## src/rtl/caf_pkg.sv

```systemverilog
// Shared types and default sizing for the CAF sweep controller.
// Holds the sweep state enum and a clog2 helper clamped to 1 bit.
package caf_pkg;

  typedef enum logic [2:0] {
    IDLE     = 3'd0,
    LOAD     = 3'd1,
    STREAM   = 3'd2,
    WAIT_RES = 3'd3,
    REPORT   = 3'd4
  } caf_sweep_state_t;

  localparam int CAF_PHASE_BITS     = 10;
  localparam int CAF_FOAS           = 3;
  localparam int CAF_LENGTH         = 5;
  localparam int CAF_OUT_MAX_BITS   = 64;
  localparam int CAF_TIMEOUT_CYCLES = 1024;

  function automatic int clog2_min1(input int n);
    return (n > 2) ? $clog2(n) : 1;
  endfunction

endpackage

```

## src/rtl/caf_sweep_ctrl_if.sv

```systemverilog
// Handshake and data bundle between the sweep controller and its
// environment (step sink, sample source/sink, result source, report sink).
interface caf_sweep_ctrl_if
  import caf_pkg::*;
#(
  parameter int phase_bits   = CAF_PHASE_BITS,
  parameter int out_max_bits = CAF_OUT_MAX_BITS,
  parameter int fw           = clog2_min1(CAF_FOAS),
  parameter int lw           = clog2_min1(CAF_LENGTH)
) ();

  logic                    start;
  logic [phase_bits-1:0]   base_step;
  logic [phase_bits-1:0]   delta_step;
  logic                    neg_cfg;
  logic [out_max_bits-1:0] threshold;
  logic                    busy;

  logic                    caf_step_valid;
  logic                    caf_step_ready;
  logic [phase_bits-1:0]   caf_step;
  logic                    caf_neg;

  logic                    src_valid;
  logic                    src_ready;
  logic                    caf_smp_valid;
  logic                    caf_smp_ready;

  logic                    res_valid;
  logic                    res_ready;
  logic [out_max_bits-1:0] res_max;
  logic [fw-1:0]           res_foas;
  logic [lw-1:0]           res_time;

  logic                    det_valid;
  logic                    det_ready;
  logic                    det_hit;
  logic [out_max_bits-1:0] det_max;
  logic [fw-1:0]           det_foas;
  logic [lw-1:0]           det_time;
  logic                    err_timeout;

  modport master (
    input  start, base_step, delta_step, neg_cfg, threshold,
    input  caf_step_ready, src_valid, caf_smp_ready,
    input  res_valid, res_max, res_foas, res_time, det_ready,
    output busy, caf_step_valid, caf_step, caf_neg,
    output src_ready, caf_smp_valid, res_ready,
    output det_valid, det_hit, det_max, det_foas, det_time,
    output err_timeout
  );

  modport slave (
    output start, base_step, delta_step, neg_cfg, threshold,
    output caf_step_ready, src_valid, caf_smp_ready,
    output res_valid, res_max, res_foas, res_time, det_ready,
    input  busy, caf_step_valid, caf_step, caf_neg,
    input  src_ready, caf_smp_valid, res_ready,
    input  det_valid, det_hit, det_max, det_foas, det_time,
    input  err_timeout
  );

endinterface

```

## src/rtl/caf_step_gen.sv

```systemverilog
// Frequency step accumulator: step = base + k*delta, wrapping modulo
// 2^phase_bits, advanced once per accepted step.
module caf_step_gen
  import caf_pkg::*;
#(
  parameter int phase_bits = CAF_PHASE_BITS,
  parameter int foas       = CAF_FOAS,
  parameter int fw         = clog2_min1(CAF_FOAS)
) (
  input  logic                  clk,
  input  logic                  rst,
  input  logic                  load,
  input  logic                  adv,
  input  logic [phase_bits-1:0] base,
  input  logic [phase_bits-1:0] delta,
  output logic [phase_bits-1:0] step,
  output logic                  last
);

  logic [phase_bits-1:0] acc;
  logic [phase_bits-1:0] dlt;
  logic [fw-1:0]         k;

  always_ff @(posedge clk or posedge rst) begin
    if (rst) begin
      acc <= '0;
      dlt <= '0;
      k   <= '0;
    end else if (load) begin
      acc <= base;
      dlt <= delta;
      k   <= '0;
    end else if (adv) begin
      acc <= acc + dlt;
      k   <= k + 1'b1;
    end
  end

  assign step = acc;
  assign last = (k == fw'(foas - 1));

endmodule

```

## src/rtl/caf_sweep_ctrl.sv

```systemverilog
// CAF sweep controller: loads foas steps, streams length samples, then
// reports the thresholded result. CAF_SWEEP_CTRL_TIMEOUT_EN adds a watchdog.
module caf_sweep_ctrl
  import caf_pkg::*;
#(
  parameter int phase_bits     = CAF_PHASE_BITS,
  parameter int foas           = CAF_FOAS,
  parameter int length         = CAF_LENGTH,
  parameter int out_max_bits   = CAF_OUT_MAX_BITS,
  parameter int timeout_cycles = CAF_TIMEOUT_CYCLES
) (
  input logic              clk,
  input logic              rst,
  caf_sweep_ctrl_if.master bus
);

  localparam int FW = clog2_min1(foas);
  localparam int LW = clog2_min1(length);

  caf_sweep_state_t state, state_nxt;

  logic                    neg_q;
  logic [out_max_bits-1:0] thr_q;
  logic [LW-1:0]           scnt;
  logic [phase_bits-1:0]   step;
  logic                    step_last;
  logic                    start_ok;
  logic                    step_hs;
  logic                    smp_hs;
  logic                    smp_last;
  logic                    res_hs;
  logic                    det_hs;
  logic                    to_hit;

  logic                    det_hit_q;
  logic [out_max_bits-1:0] det_max_q;
  logic [FW-1:0]           det_foas_q;
  logic [LW-1:0]           det_time_q;

  assign start_ok = (state == IDLE) && bus.start;
  assign step_hs  = (state == LOAD) && bus.caf_step_ready;
  assign smp_hs   = (state == STREAM) && bus.src_valid
                    && bus.caf_smp_ready;
  assign smp_last = (scnt == LW'(length - 1));
  assign res_hs   = (state == WAIT_RES) && bus.res_valid;
  assign det_hs   = (state == REPORT) && bus.det_ready;

  caf_step_gen #(
    .phase_bits (phase_bits),
    .foas       (foas),
    .fw         (FW)
  ) u_step_gen (
    .clk   (clk),
    .rst   (rst),
    .load  (start_ok),
    .adv   (step_hs),
    .base  (bus.base_step),
    .delta (bus.delta_step),
    .step  (step),
    .last  (step_last)
  );

  always_ff @(posedge clk or posedge rst) begin
    if (rst) state <= IDLE;
    else     state <= state_nxt;
  end

  always_comb begin
    state_nxt          = state;
    bus.busy           = (state != IDLE);
    bus.caf_step_valid = 1'b0;
    bus.caf_step       = '0;
    bus.caf_neg        = 1'b0;
    bus.caf_smp_valid  = 1'b0;
    bus.src_ready      = 1'b0;
    bus.res_ready      = 1'b0;
    bus.det_valid      = 1'b0;
    unique case (state)
      IDLE: begin
        if (start_ok) state_nxt = LOAD;
      end
      LOAD: begin
        bus.caf_step_valid = 1'b1;
        bus.caf_step       = step;
        bus.caf_neg        = neg_q;
        if (step_hs && step_last) state_nxt = STREAM;
      end
      STREAM: begin
        bus.caf_smp_valid = bus.src_valid;
        bus.src_ready     = bus.caf_smp_ready;
        if (smp_hs && smp_last) state_nxt = WAIT_RES;
      end
      WAIT_RES: begin
        bus.res_ready = 1'b1;
        if (res_hs || to_hit) state_nxt = REPORT;
      end
      REPORT: begin
        bus.det_valid = 1'b1;
        if (det_hs) state_nxt = IDLE;
      end
      default: state_nxt = IDLE;
    endcase
  end

  always_ff @(posedge clk or posedge rst) begin
    if (rst) begin
      neg_q      <= 1'b0;
      thr_q      <= '0;
      scnt       <= '0;
      det_hit_q  <= 1'b0;
      det_max_q  <= '0;
      det_foas_q <= '0;
      det_time_q <= '0;
    end else begin
      if (start_ok) begin
        neg_q <= bus.neg_cfg;
        thr_q <= bus.threshold;
      end
      if (smp_hs) scnt <= smp_last ? '0 : scnt + 1'b1;
      if (res_hs) begin
        det_hit_q  <= (bus.res_max >= thr_q);
        det_max_q  <= bus.res_max;
        det_foas_q <= bus.res_foas;
        det_time_q <= bus.res_time;
      end else if (to_hit) begin
        det_hit_q <= 1'b0;
        det_max_q <= '0;
      end
    end
  end

`ifdef CAF_SWEEP_CTRL_TIMEOUT_EN
  localparam int TW = clog2_min1(timeout_cycles);

  logic [TW-1:0] tcnt;
  logic          err_q;

  // Dwell counter restarts on every entry to WAIT_RES.
  assign to_hit = (state == WAIT_RES) && !bus.res_valid
                  && (tcnt == TW'(timeout_cycles - 1));

  always_ff @(posedge clk or posedge rst) begin
    if (rst) begin
      tcnt  <= '0;
      err_q <= 1'b0;
    end else begin
      tcnt <= (state == WAIT_RES) ? tcnt + 1'b1 : '0;
      if (to_hit) err_q <= 1'b1;
    end
  end

  assign bus.err_timeout = err_q;
`else
  assign to_hit          = 1'b0;
  assign bus.err_timeout = 1'b0;
`endif

  assign bus.det_hit  = det_hit_q;
  assign bus.det_max  = det_max_q;
  assign bus.det_foas = det_foas_q;
  assign bus.det_time = det_time_q;

endmodule
```

## src/flat_wrapper.sv

```systemverilog
// flat-port wrapper written by rule: the top's interface ports become plain ports
module caf_sweep_ctrl_flat import caf_pkg::*;
#(
  parameter int phase_bits     = CAF_PHASE_BITS,
  parameter int foas           = CAF_FOAS,
  parameter int length         = CAF_LENGTH,
  parameter int out_max_bits   = CAF_OUT_MAX_BITS,
  parameter int timeout_cycles = CAF_TIMEOUT_CYCLES
)
  (clk, rst, bus_start, bus_base_step, bus_delta_step, bus_neg_cfg, bus_threshold, bus_caf_step_ready, bus_src_valid, bus_caf_smp_ready, bus_res_valid, bus_res_max, bus_res_foas, bus_res_time, bus_det_ready, bus_busy, bus_caf_step_valid, bus_caf_step, bus_caf_neg, bus_src_ready, bus_caf_smp_valid, bus_res_ready, bus_det_valid, bus_det_hit, bus_det_max, bus_det_foas, bus_det_time, bus_err_timeout);
  caf_sweep_ctrl_if #(.phase_bits(phase_bits), .out_max_bits(out_max_bits)) bus_i ();
  input logic clk;
  input logic rst;
  input wire logic [$bits(bus_i.start)-1:0] bus_start;
  input wire logic [$bits(bus_i.base_step)-1:0] bus_base_step;
  input wire logic [$bits(bus_i.delta_step)-1:0] bus_delta_step;
  input wire logic [$bits(bus_i.neg_cfg)-1:0] bus_neg_cfg;
  input wire logic [$bits(bus_i.threshold)-1:0] bus_threshold;
  input wire logic [$bits(bus_i.caf_step_ready)-1:0] bus_caf_step_ready;
  input wire logic [$bits(bus_i.src_valid)-1:0] bus_src_valid;
  input wire logic [$bits(bus_i.caf_smp_ready)-1:0] bus_caf_smp_ready;
  input wire logic [$bits(bus_i.res_valid)-1:0] bus_res_valid;
  input wire logic [$bits(bus_i.res_max)-1:0] bus_res_max;
  input wire logic [$bits(bus_i.res_foas)-1:0] bus_res_foas;
  input wire logic [$bits(bus_i.res_time)-1:0] bus_res_time;
  input wire logic [$bits(bus_i.det_ready)-1:0] bus_det_ready;
  output wire logic [$bits(bus_i.busy)-1:0] bus_busy;
  output wire logic [$bits(bus_i.caf_step_valid)-1:0] bus_caf_step_valid;
  output wire logic [$bits(bus_i.caf_step)-1:0] bus_caf_step;
  output wire logic [$bits(bus_i.caf_neg)-1:0] bus_caf_neg;
  output wire logic [$bits(bus_i.src_ready)-1:0] bus_src_ready;
  output wire logic [$bits(bus_i.caf_smp_valid)-1:0] bus_caf_smp_valid;
  output wire logic [$bits(bus_i.res_ready)-1:0] bus_res_ready;
  output wire logic [$bits(bus_i.det_valid)-1:0] bus_det_valid;
  output wire logic [$bits(bus_i.det_hit)-1:0] bus_det_hit;
  output wire logic [$bits(bus_i.det_max)-1:0] bus_det_max;
  output wire logic [$bits(bus_i.det_foas)-1:0] bus_det_foas;
  output wire logic [$bits(bus_i.det_time)-1:0] bus_det_time;
  output wire logic [$bits(bus_i.err_timeout)-1:0] bus_err_timeout;
  assign bus_i.start = bus_start;
  assign bus_i.base_step = bus_base_step;
  assign bus_i.delta_step = bus_delta_step;
  assign bus_i.neg_cfg = bus_neg_cfg;
  assign bus_i.threshold = bus_threshold;
  assign bus_i.caf_step_ready = bus_caf_step_ready;
  assign bus_i.src_valid = bus_src_valid;
  assign bus_i.caf_smp_ready = bus_caf_smp_ready;
  assign bus_i.res_valid = bus_res_valid;
  assign bus_i.res_max = bus_res_max;
  assign bus_i.res_foas = bus_res_foas;
  assign bus_i.res_time = bus_res_time;
  assign bus_i.det_ready = bus_det_ready;
  assign bus_busy = bus_i.busy;
  assign bus_caf_step_valid = bus_i.caf_step_valid;
  assign bus_caf_step = bus_i.caf_step;
  assign bus_caf_neg = bus_i.caf_neg;
  assign bus_src_ready = bus_i.src_ready;
  assign bus_caf_smp_valid = bus_i.caf_smp_valid;
  assign bus_res_ready = bus_i.res_ready;
  assign bus_det_valid = bus_i.det_valid;
  assign bus_det_hit = bus_i.det_hit;
  assign bus_det_max = bus_i.det_max;
  assign bus_det_foas = bus_i.det_foas;
  assign bus_det_time = bus_i.det_time;
  assign bus_err_timeout = bus_i.err_timeout;
  caf_sweep_ctrl #(.phase_bits(phase_bits), .foas(foas), .length(length), .out_max_bits(out_max_bits), .timeout_cycles(timeout_cycles)) u_core (.clk(clk), .rst(rst), .bus(bus_i));
endmodule
```

## config.mk

```make
export PLATFORM = sky130hd
export DESIGN_NAME = caf_sweep_ctrl_flat
export DESIGN_NICKNAME = d
export VERILOG_FILES = /design/src/rtl/caf_pkg.sv /design/src/rtl/caf_sweep_ctrl_if.sv /design/src/rtl/caf_step_gen.sv /design/src/rtl/caf_sweep_ctrl.sv /design/src/flat_wrapper.sv
export SDC_FILE = /design/constraint.sdc
export NUM_CORES = 1
export LEC_CHECK = 0
export ABC_AREA = 0
export BUFFER_PORTS_ARGS = -buffer_cell sky130_fd_sc_hd__buf_4
export CAP_MARGIN = 20
export CORE_MARGIN = 8
export CORE_UTILIZATION = 55
export DETAILED_ROUTE_END_ITERATION = 12
export PLACE_DENSITY = 0.85
export SLEW_MARGIN = 10
export SYNTH_ARGS = -nofsm -noshare
export SYNTH_HDL_FRONTEND = slang
export SYNTH_SLANG_ARGS = --single-unit
```

## constraint.sdc

```tcl
create_clock -name clk -period 10.25 [get_ports clk]
set_input_delay 0.5125 -clock clk [delete_from_list [all_inputs] [get_ports clk]]
set_output_delay 0.5125 -clock clk [all_outputs]
set_load 0.05 [all_outputs]
```

* Word level (Yosys, flattened, before mapping)
Index checks and enable logic that the tools add are counted.
** Cells by class
- Multiplexer cells :: 18
- Equality and inequality tests :: 11
- Order comparisons :: 1
- Reductions and logical operators :: 12
- Add/sub/neg operators :: 3
** Operators by type and width (number)
- >= comparator 64 bit :: 1
- 2-to-1 mux 10 bit :: 3
- 2-to-1 mux 3 bit :: 6
- case mux 3 bit (5 select lines) :: 1
- adder 10 bit :: 1
- logical AND 1 bit :: 8
- == test 3 x 2 -> 1 bit, second input constant :: 2
- == test 3 bit, second input constant :: 2
- 2-to-1 mux 1 bit :: 6
- inequality test 2 x 1 -> 1 bit, second input constant :: 3
- AND reduction 5 bit :: 1
- 2-to-1 mux 2 bit :: 2
- inequality test 2 bit, second input constant :: 2
- adder 3 x 1 -> 3 bit, second input constant :: 1
- == test 3 x 1 -> 1 bit, second input constant :: 1
- zero test 3 bit :: 1
- nonzero test 3 bit :: 1
- adder 2 x 1 -> 2 bit, second input constant :: 1
- == test 2 bit, second input constant :: 1
- nonzero test 2 bit :: 1
** Storage, ports and cells
- Word-level logic and storage cells :: 56
- Output and inout bits :: 88
- Flip-flop bits (word level) :: 163

* Logic depth before layout (Yosys ltp)
Gate-level depths: netlist of run 1.
- Depth in word-level cells :: 6
- Depth in mapped cells :: 10
- Gate-level depth less buffers :: 10

* By module
From an unflattened synthesis of run 1, not the netlist that was laid out.
** Unflattened totals
- Cell total of the unflattened synthesis :: 916
- Area total of the unflattened synthesis :: 8254.2 µm²
** Modules (own cells, without submodules)
- caf_sweep_ctrl :: times used 1, cells an instance 781, area each 6924.1 µm²
- caf_step_gen :: times used 1, cells an instance 135, area each 1330.0 µm²

* Worst setup path before layout of run 1
OpenSTA, ideal clock, no wires.
- Path type :: register to output
- Start point :: register u_core.state[0]
- End point :: output port bus_caf_step[0]
- Data arrival time :: 1.821 ns
- Path buffers :: 2
- Slack :: 7.916 ns
- Cell stages (with the launch flop) :: 5
- Cell sequence :: dfrtp_1 buf_2 nor3b_2 clkbuf_1 and2_1
** Between the ends
- Word-level cells in the longest chain between the ends :: 2
** RTL lines
- start, declared :: line caf_sweep_ctrl.sv:20 : caf_sweep_state_t state, state_nxt;
- start signal, assigned :: line caf_sweep_ctrl.sv:65 : else state <= state_nxt;
- == test 3 x 1 -> 1 bit :: line caf_sweep_ctrl.sv:78 : unique case (state)
- 2-to-1 mux 10 bit :: line caf_sweep_ctrl.sv:78
- end, declared :: line flat_wrapper.sv:29 : output wire logic [$bits(bus_i.caf_step)-1:0] bus_caf_step;
No other way between the ends.

* Final worst setup path of run 1
- Start point :: register u_core.state[0]
- End point :: register u_core.u_step_gen.acc[3], in the netlist u_core.u_step_gen.step[3]
** Between the ends
- Word-level cells in the longest chain between the ends :: 3
- Elaborated cells on any way between the ends :: 6
- Classes of those cells :: eq/ne: 1; mux: 1; reduce/logical: 4
** RTL lines
- == test 3 x 1 -> 1 bit or zero test 3 bit (tied branches) :: line caf_sweep_ctrl.sv:41, caf_sweep_ctrl.sv:40
- logical AND 1 bit (on tied branches) :: line caf_sweep_ctrl.sv:41, caf_sweep_ctrl.sv:40
- nonzero test 2 bit (no source line) or 2-to-1 mux 10 bit (tied branches)
- end signal, assigned :: line caf_step_gen.sv:30 : acc <= base;
- end signal, assigned :: line caf_step_gen.sv:34 : acc <= acc + dlt;
- end, declared :: line caf_step_gen.sv:20 : logic [phase_bits-1:0] acc;
Several ways; a longest one is shown, not always the timed one.
A chain may end at the register's enable or synchronous reset.

==> results of run 1 <==
## cells in the mapped netlist (all sizes together), types with 5 or more instances
cell type | number | area [sq um]
a21oi | 35 | 175
o21ai | 91 | 455
xor2 | 5 | 51.3
inv | 76 | 285
nor2b | 5 | 31.3
a21o | 15 | 113
dfrtp | 163 | 4080
nor2 | 26 | 100
nand2 | 96 | 360
mux2 | 80 | 901
nand4 | 9 | 56.3
ha | 76 | 951
nor3 | 9 | 45.0
and2 | 13 | 81.3
buf | 27 | 150
## worst reg2reg max path: cells and delay by family (launching register included)
kind                   cells  cell delay [ps]
buffers and inverters      2             1360
DFF                        1              470
muxes                      1              430
and+or+nand+nor            2              560
## per-stage QoR
| step | utilization, % | power (mW) | hold slack (ps) | setup WS [ps] | std cells |
|---|---|---|---|---|---|
| after floorplan | - | 2.51 | 441 | 5330 | 768 |
| after global placement | 69.8 | 2.99 | 460 | 7400 | 1174 |
| after detailed placement | 69.8 | 3.07 | 468 | 7340 | 1174 |
| after CTS | 74.0 | 3.76 | 251 | 7310 | 1206 |
| after global routing | 74.1 | 3.97 | 252 | 7120 | 1207 |
| final | 74.1 | 3.73 | 189 | 7320 | 1207 |
## worst min path at each step
stage / from / end / slack (ps) / depth (start not counted)
after floorplan: u_core.scnt[2] / u_core.scnt[2] / 440 / 1
after global placement: u_core.neg_q / u_core.neg_q / 460 / 1
after detailed placement: u_core.neg_q / u_core.neg_q / 470 / 1
after CTS: rst / u_core.bus.det_max[1] / 250 / 2
after global routing: rst / u_core.bus.det_max[1] / 250 / 2
final: rst / u_core.bus.det_max[1] / 190 / 2
## cells by family after synthesis
logic type,Yosys count,share of synthesized area (%)
AND/OR/NAND/NOR,174,9.62
flip-flops,163,49.9
AO/OA/AOI/OAI,160,11.1
buffers and inverters,105,5.42
multiplexers,81,11.2
adder cells (fa/ha/maj),77,11.9
XOR/XNOR,7,0.842
other,1,0.0459
## metal layers
metal | up-vias | GRT usage [%]
li1 | 3103 | -
met1 | 3100 | 26.4
met2 | 220 | 41.6
met3 | 25 | 7.79
met4 | 0 | 6.93
met5 | - | 0
## layout make-up
type	count	area, sq um
flip-flops and latches	163	4080
inverters	76	290
fillers	1027	3760
clock inverters	9	128
repair buffers	252	1910
clock buffers	23	478
well taps	184	230
multi-input cells	500	3660
## power breakdown
part	internal, mW	total [mW]	switching, mW
Sequential	0.952	1.10	0.147
Combinational	0.703	1.98	1.28
Clock	0.401	0.655	0.254
Total	2.06	3.73	1.68
## flip-flops by register name (all words and copies together) (netlist names), 2 cells and up
register,cells
u_core.thr_q,64
u_core.scnt,3
u_core.u_step_gen.dlt,10
u_core.bus.det_time,3
u_core.u_step_gen.k,2
u_core.bus.det_max,64
u_core.state,3
u_core.u_step_gen.step,10
u_core.bus.det_foas,2
## cells in the final DEF, fill, tap and decap left out, drive strengths merged, types with 13 or more instances in the layout
| cell | synthesis | routed |
|---|---|---|
| a21o | 15 | 15 |
| a21oi | 35 | 35 |
| and2 | 13 | 13 |
| buf | 27 | 252 |
| clkbuf | 2 | 23 |
| dfrtp | 163 | 163 |
| ha | 76 | 76 |
| inv | 76 | 76 |
| mux2 | 80 | 80 |
| nand2 | 96 | 96 |
| nor2 | 26 | 26 |
| o21ai | 91 | 91 |
==> flow_summary.json, run 1 <==
{
  "status": "finished, final reports clean",
  "synth_top_flop_cell": "dfrtp_1",
  "grt_pass1_wl_microns": 34600,
  "clock-root-buffer": "clkbuf_16",
  "cts.sinks": 163,
  "finalInstanceArea_sq_um": 10800,
  "critical_path.slowest_cell": "buf_4",
  "grt_max_degree": 89,
  "p_leak_nw": 5.45,
  "via_count": 6448,
  "met3_length_microns": 1870,
  "clk_latency_ps": 430,
  "grt_pass1_vias": 7010,
  "hold_buffers": 0,
  "critPathCapture": "u_core.u_step_gen.step[3]",
  "regToRegSetupSlack_ps": 7320,
  "place_area_sq_um": 10100,
  "crit_path_end_kind": "register",
  "highest_layer": "met4",
  "max_freq_mhz": 341,
  "rsz0062_at_grt": "false",
  "ys_seq_area_share_pct": 49.9,
  "setup_viol": 0,
  "ioPinCount": 250,
  "yosysUniqueCellTypes": 46,
  "hpwlAfterDp_microns": 16000,
  "path_buf_inv": 2,
  "nNetsFinal": 1249,
  "critPathMostFrequentCell": "buf_4",
  "drive_above_1_share_pct": 28.3,
  "syn_area_sq_um": 8170,
  "r2r_start": "u_core.state[0]",
  "route.detailed.drc": 0,
  "vias_per_cell": 5.34,
  "syn_avg_cell_area_sq_um": 10.6,
  "finalHoldViolations": 0,
  "grt_use_total_pct": 23.5,
  "cts_setup_buffers": 0,
  "worstSetupStartpointType": "register",
  "crit_cells": 5,
  "cp-startpoint": "u_core.state[0]",
  "area_delta_synth_final_pct": 31.9,
  "syn_inst": 768,
  "die_x_microns": 138,
  "ir_drop_mv": 0.281,
  "required_ps": 10570,
  "antenna_found_initial": 0,
  "rr_worst_depth": 5,
  "max_stage_delay_ps": 690,
  "fp.dieArea_sq_um": 19000,
  "path_class": "reg2reg",
  "cp_max_fo": 88,
  "crit_chain": "or3_1 -> nor2_4 -> buf_4 -> buf_4 -> mux2_2",
  "hold_class": "in2async",
  "tightest_slew_ps": 1030,
  "ys_warn_count": 0,
  "critical-path-top-delay-family": "buffers and inverters",
  "tns_ps": 0,
  "cts_buffer_depth": 2,
  "overflow": 0,
  "num_antenna_cells": 0,
  "maxSlewHeadroom_pct": 31.5,
  "arrival_ps": 3250,
  "numPortBuffers": 248,
  "row_count": 44,
  "finalMaxSlewViolations": 0,
  "cts_resized": 0,
  "syn-num-nets": 1007,
  "path_clk_slew_ps": 60,
  "r2r_end": "u_core.u_step_gen.step[3]",
  "firstDrtPassIters": 7,
  "ys_seq_elements": 163,
  "met1_length_microns": 8460,
  "cts_tree": "built",
  "post-route-period-util_pct": 28.6,
  "routabilityCongestion": 0.882,
  "die_height_microns": 138,
  "antenna_left": 0,
  "cts_buffers": 17,
  "drtIter0Drc": 348,
  "fin_crit_ps": 2930,
  "synth-edff-count": 0,
  "initial_core_util_pct": 56.2,
  "htree_levels": 4,
  "wirelength_microns": 21800,
  "met2_length_microns": 11200,
  "skew_ps": 18.7,
  "core_area_sq_um": 14500,
  "wl_per_cell_microns": 18.1,
  "async_reset_ff_share_pct": 100,
  "cap_viol_max_count": 0,
  "power.density_nw_per_um2": 347
}
Power figures use the tool's default switching activity.
==> inputs of run 2 (changes only) <==
--- a/config.mk
+++ b/config.mk
@@ -9,9 +9,9 @@
 export BUFFER_PORTS_ARGS = -buffer_cell sky130_fd_sc_hd__buf_4
 export CAP_MARGIN = 20
 export CORE_MARGIN = 8
-export CORE_UTILIZATION = 55
+export CORE_UTILIZATION = 52
 export DETAILED_ROUTE_END_ITERATION = 12
-export PLACE_DENSITY = 0.85
+export PLACE_DENSITY = 0.81
 export SLEW_MARGIN = 10
 export SYNTH_ARGS = -nofsm -noshare
 export SYNTH_HDL_FRONTEND = slang
==> constraint.sdc (replaced) <==
create_clock -name clk -period 2.8 [get_ports clk]
set_input_delay 0.14 -clock clk [delete_from_list [all_inputs] [get_ports clk]]
set_output_delay 0.14 -clock clk [all_outputs]
set_load 0.05 [all_outputs]
==> flow_summary.json, run 2 (same netlist as run 1, synthesis figures left out) <==
{
  "die_height_microns": 141,
  "power_switching_mw": 6.35,
  "firstDrtPassIters": 7,
  "antenna_found_initial": 0,
  "row_count": 46,
  "tns_ps": 0,
  "worstSetupStartpointType": "primary input",
  "num_antenna_cells": 0,
  "status": "finished, final reports clean",
  "routabilityCongestion": 0.826,
  "crit_chain": "dlygate4sd3_1 -> buf_4 -> ha_1 -> a21oi_1 -> o21ai_1 -> a221oi_1 -> o311ai_1 -> nand4_1 -> a21oi_1 -> o31a_1",
  "p_int_mw": 7.54,
  "maxSlewHeadroom_pct": 65.8,
  "mostFrequentLayoutCell": "buf_4",
  "hpwlAfterDp_microns": 15600,
  "seqPwrFrac_pct": 29.3,
  "timing.hold.ws_ps": 35.2,
  "place_area_sq_um": 10300,
  "wirelength_microns": 25300,
  "power.density_nw_per_um2": 1120,
  "cts_resized": 0,
  "setup_viol": 0,
  "finalHoldViolations": 0,
  "via_count": 7235,
  "combPwrFrac_pct": 54.9,
  "clk_latency_ps": 420,
  "p_leak_nw": 6.11,
  "grt_max_degree": 96,
  "final-instance-count-excl-fill": 1394,
  "cap_viol_max_count": 0,
  "clock-root-buffer": "clkbuf_16",
  "final_cell_mix": "250 x buf_4, 163 x dfrtp_1, 155 x dlygate4sd3_1",
  "max_stage_delay_ps": 570,
  "pre_cts_slack_ps": 677,
  "wl_per_cell_microns": 18.2,
  "antenna_left": 0,
  "dp.cells": 1210,
  "cts_setup_buffers": 0,
  "num-fill-cells": 879,
  "critical_path.slowest_cell": "dlygate4sd3_1",
  "cts_buffers": 17,
  "fin_crit_ps": 2230,
  "cts_tree": "built",
  "die_x_microns": 141,
  "overflow": 0,
  "cts.sinks": 163,
  "postLayoutCoreUtil_pct": 79.3,
  "grt_use_total_pct": 26.2,
  "finalInstanceArea_sq_um": 12400,
  "initial_core_util_pct": 52.4,
  "skew_ps": 8.34,
  "grt_pass1_vias": 7968,
  "hold_class": "in2reg",
  "required_ps": 3110,
  "path_clk_slew_ps": 60,
  "cts_buffer_depth": 2,
  "ioPinCount": 250,
  "nNetsFinal": 1407,
  "drive_above_1_share_pct": 24.8,
  "route.detailed.drc": 0,
  "finalMaxSlewViolations": 0,
  "arrival_ps": 2530,
  "post-route-period-util_pct": 79.6,
  "fp.dieArea_sq_um": 20000,
  "vias_per_cell": 5.19,
  "ir_drop_mv": 0.859,
  "worst_slack_ps": 571,
  "critPathMostFrequentCell": "a21oi_1",
  "tightest_slew_ps": 513,
  "htree_levels": 4,
  "clkPwrFrac_pct": 15.8,
  "swShare_pct": 45.7,
  "power_mw": 13.9,
  "cp_max_fo": 2,
  "max_freq_mhz": 449,
  "path_class": "in2reg",
  "core_area_sq_um": 15600,
  "rsz0062_at_grt": "false",
  "area_delta_synth_final_pct": 51.5,
  "grt_pass1_wl_microns": 41000,
  "crit_path_end_kind": "register",
  "numPortBuffers": 248,
  "drtIter0Drc": 346
}
-- run 2: cell count changes in the layout (fill, tap and decap cells not counted), sizes merged --
cell	change
bufinv	-2
dlygate4sd3	+155
clkinv	+2
buf	+3
clkbuf	-3
-- run 2: critical path: cells and delay by family --
family	cells	cell delay, ps
compound gates	6	1230
buf+inv	2	720
simple gates	1	140
fa+ha+maj	1	300
-- run 2: final timing paths --
kind	startpoint	end	slack, ps	cells after the start
max	bus_res_max[17]	u_core.bus.det_hit	570	10
min	bus_threshold[44]	u_core.thr_q[44]	40	3
max reg2reg	u_core.u_step_gen.dlt[3]	u_core.u_step_gen.step[9]	610	8
min reg2reg	u_core.scnt[2]	u_core.scnt[2]	480	1
max in group asynchronous	rst	u_core.thr_q[32]	1940	4
min in group asynchronous	rst	u_core.bus.det_max[1]	410	4
-- run 2: timing repair --
action	in CTS	in global routing
hold endpoints to repair	317	0
hold buffers	155	0
endpoints found under the setup margin	0	0
-- run 2: final cells by class --
type / instances / area (sq um) / area share [%]
clock buffer: 20 / 467 / 3.77
clock inverter: 9 / 82.6 / 0.667
timing repair buffer: 410 / 3530 / 28.5
sequential: 163 / 4080 / 33.0
multi-input combinational: 500 / 3660 / 29.6
inverter: 76 / 289 / 2.34
tap: 216 / 270 / 2.18
-- run 2: metal layers --
metal | track usage [%] | vias up | wire, microns
met1 | 28.5 | 3468 | 9540
met3 | 7.73 | 67 | 1890
li1 | - | 3424 | -
met4 | 11.6 | 0 | 864
met2 | 46.4 | 276 | 13100
met5 | 0 | - | 0
-- run 2: power groups by stage --
stage / sequential, mW / clock [mW] / combinational, mW
after floorplan: 5.62 / 0 / 3.58
after global placement: 3.96 / 0 / 7.10
after detailed placement: 4.03 / 0 / 7.26
after CTS: 4.00 / 2.23 / 7.51
after global routing: 4.19 / 2.34 / 8.26
final: 4.08 / 2.20 / 7.62
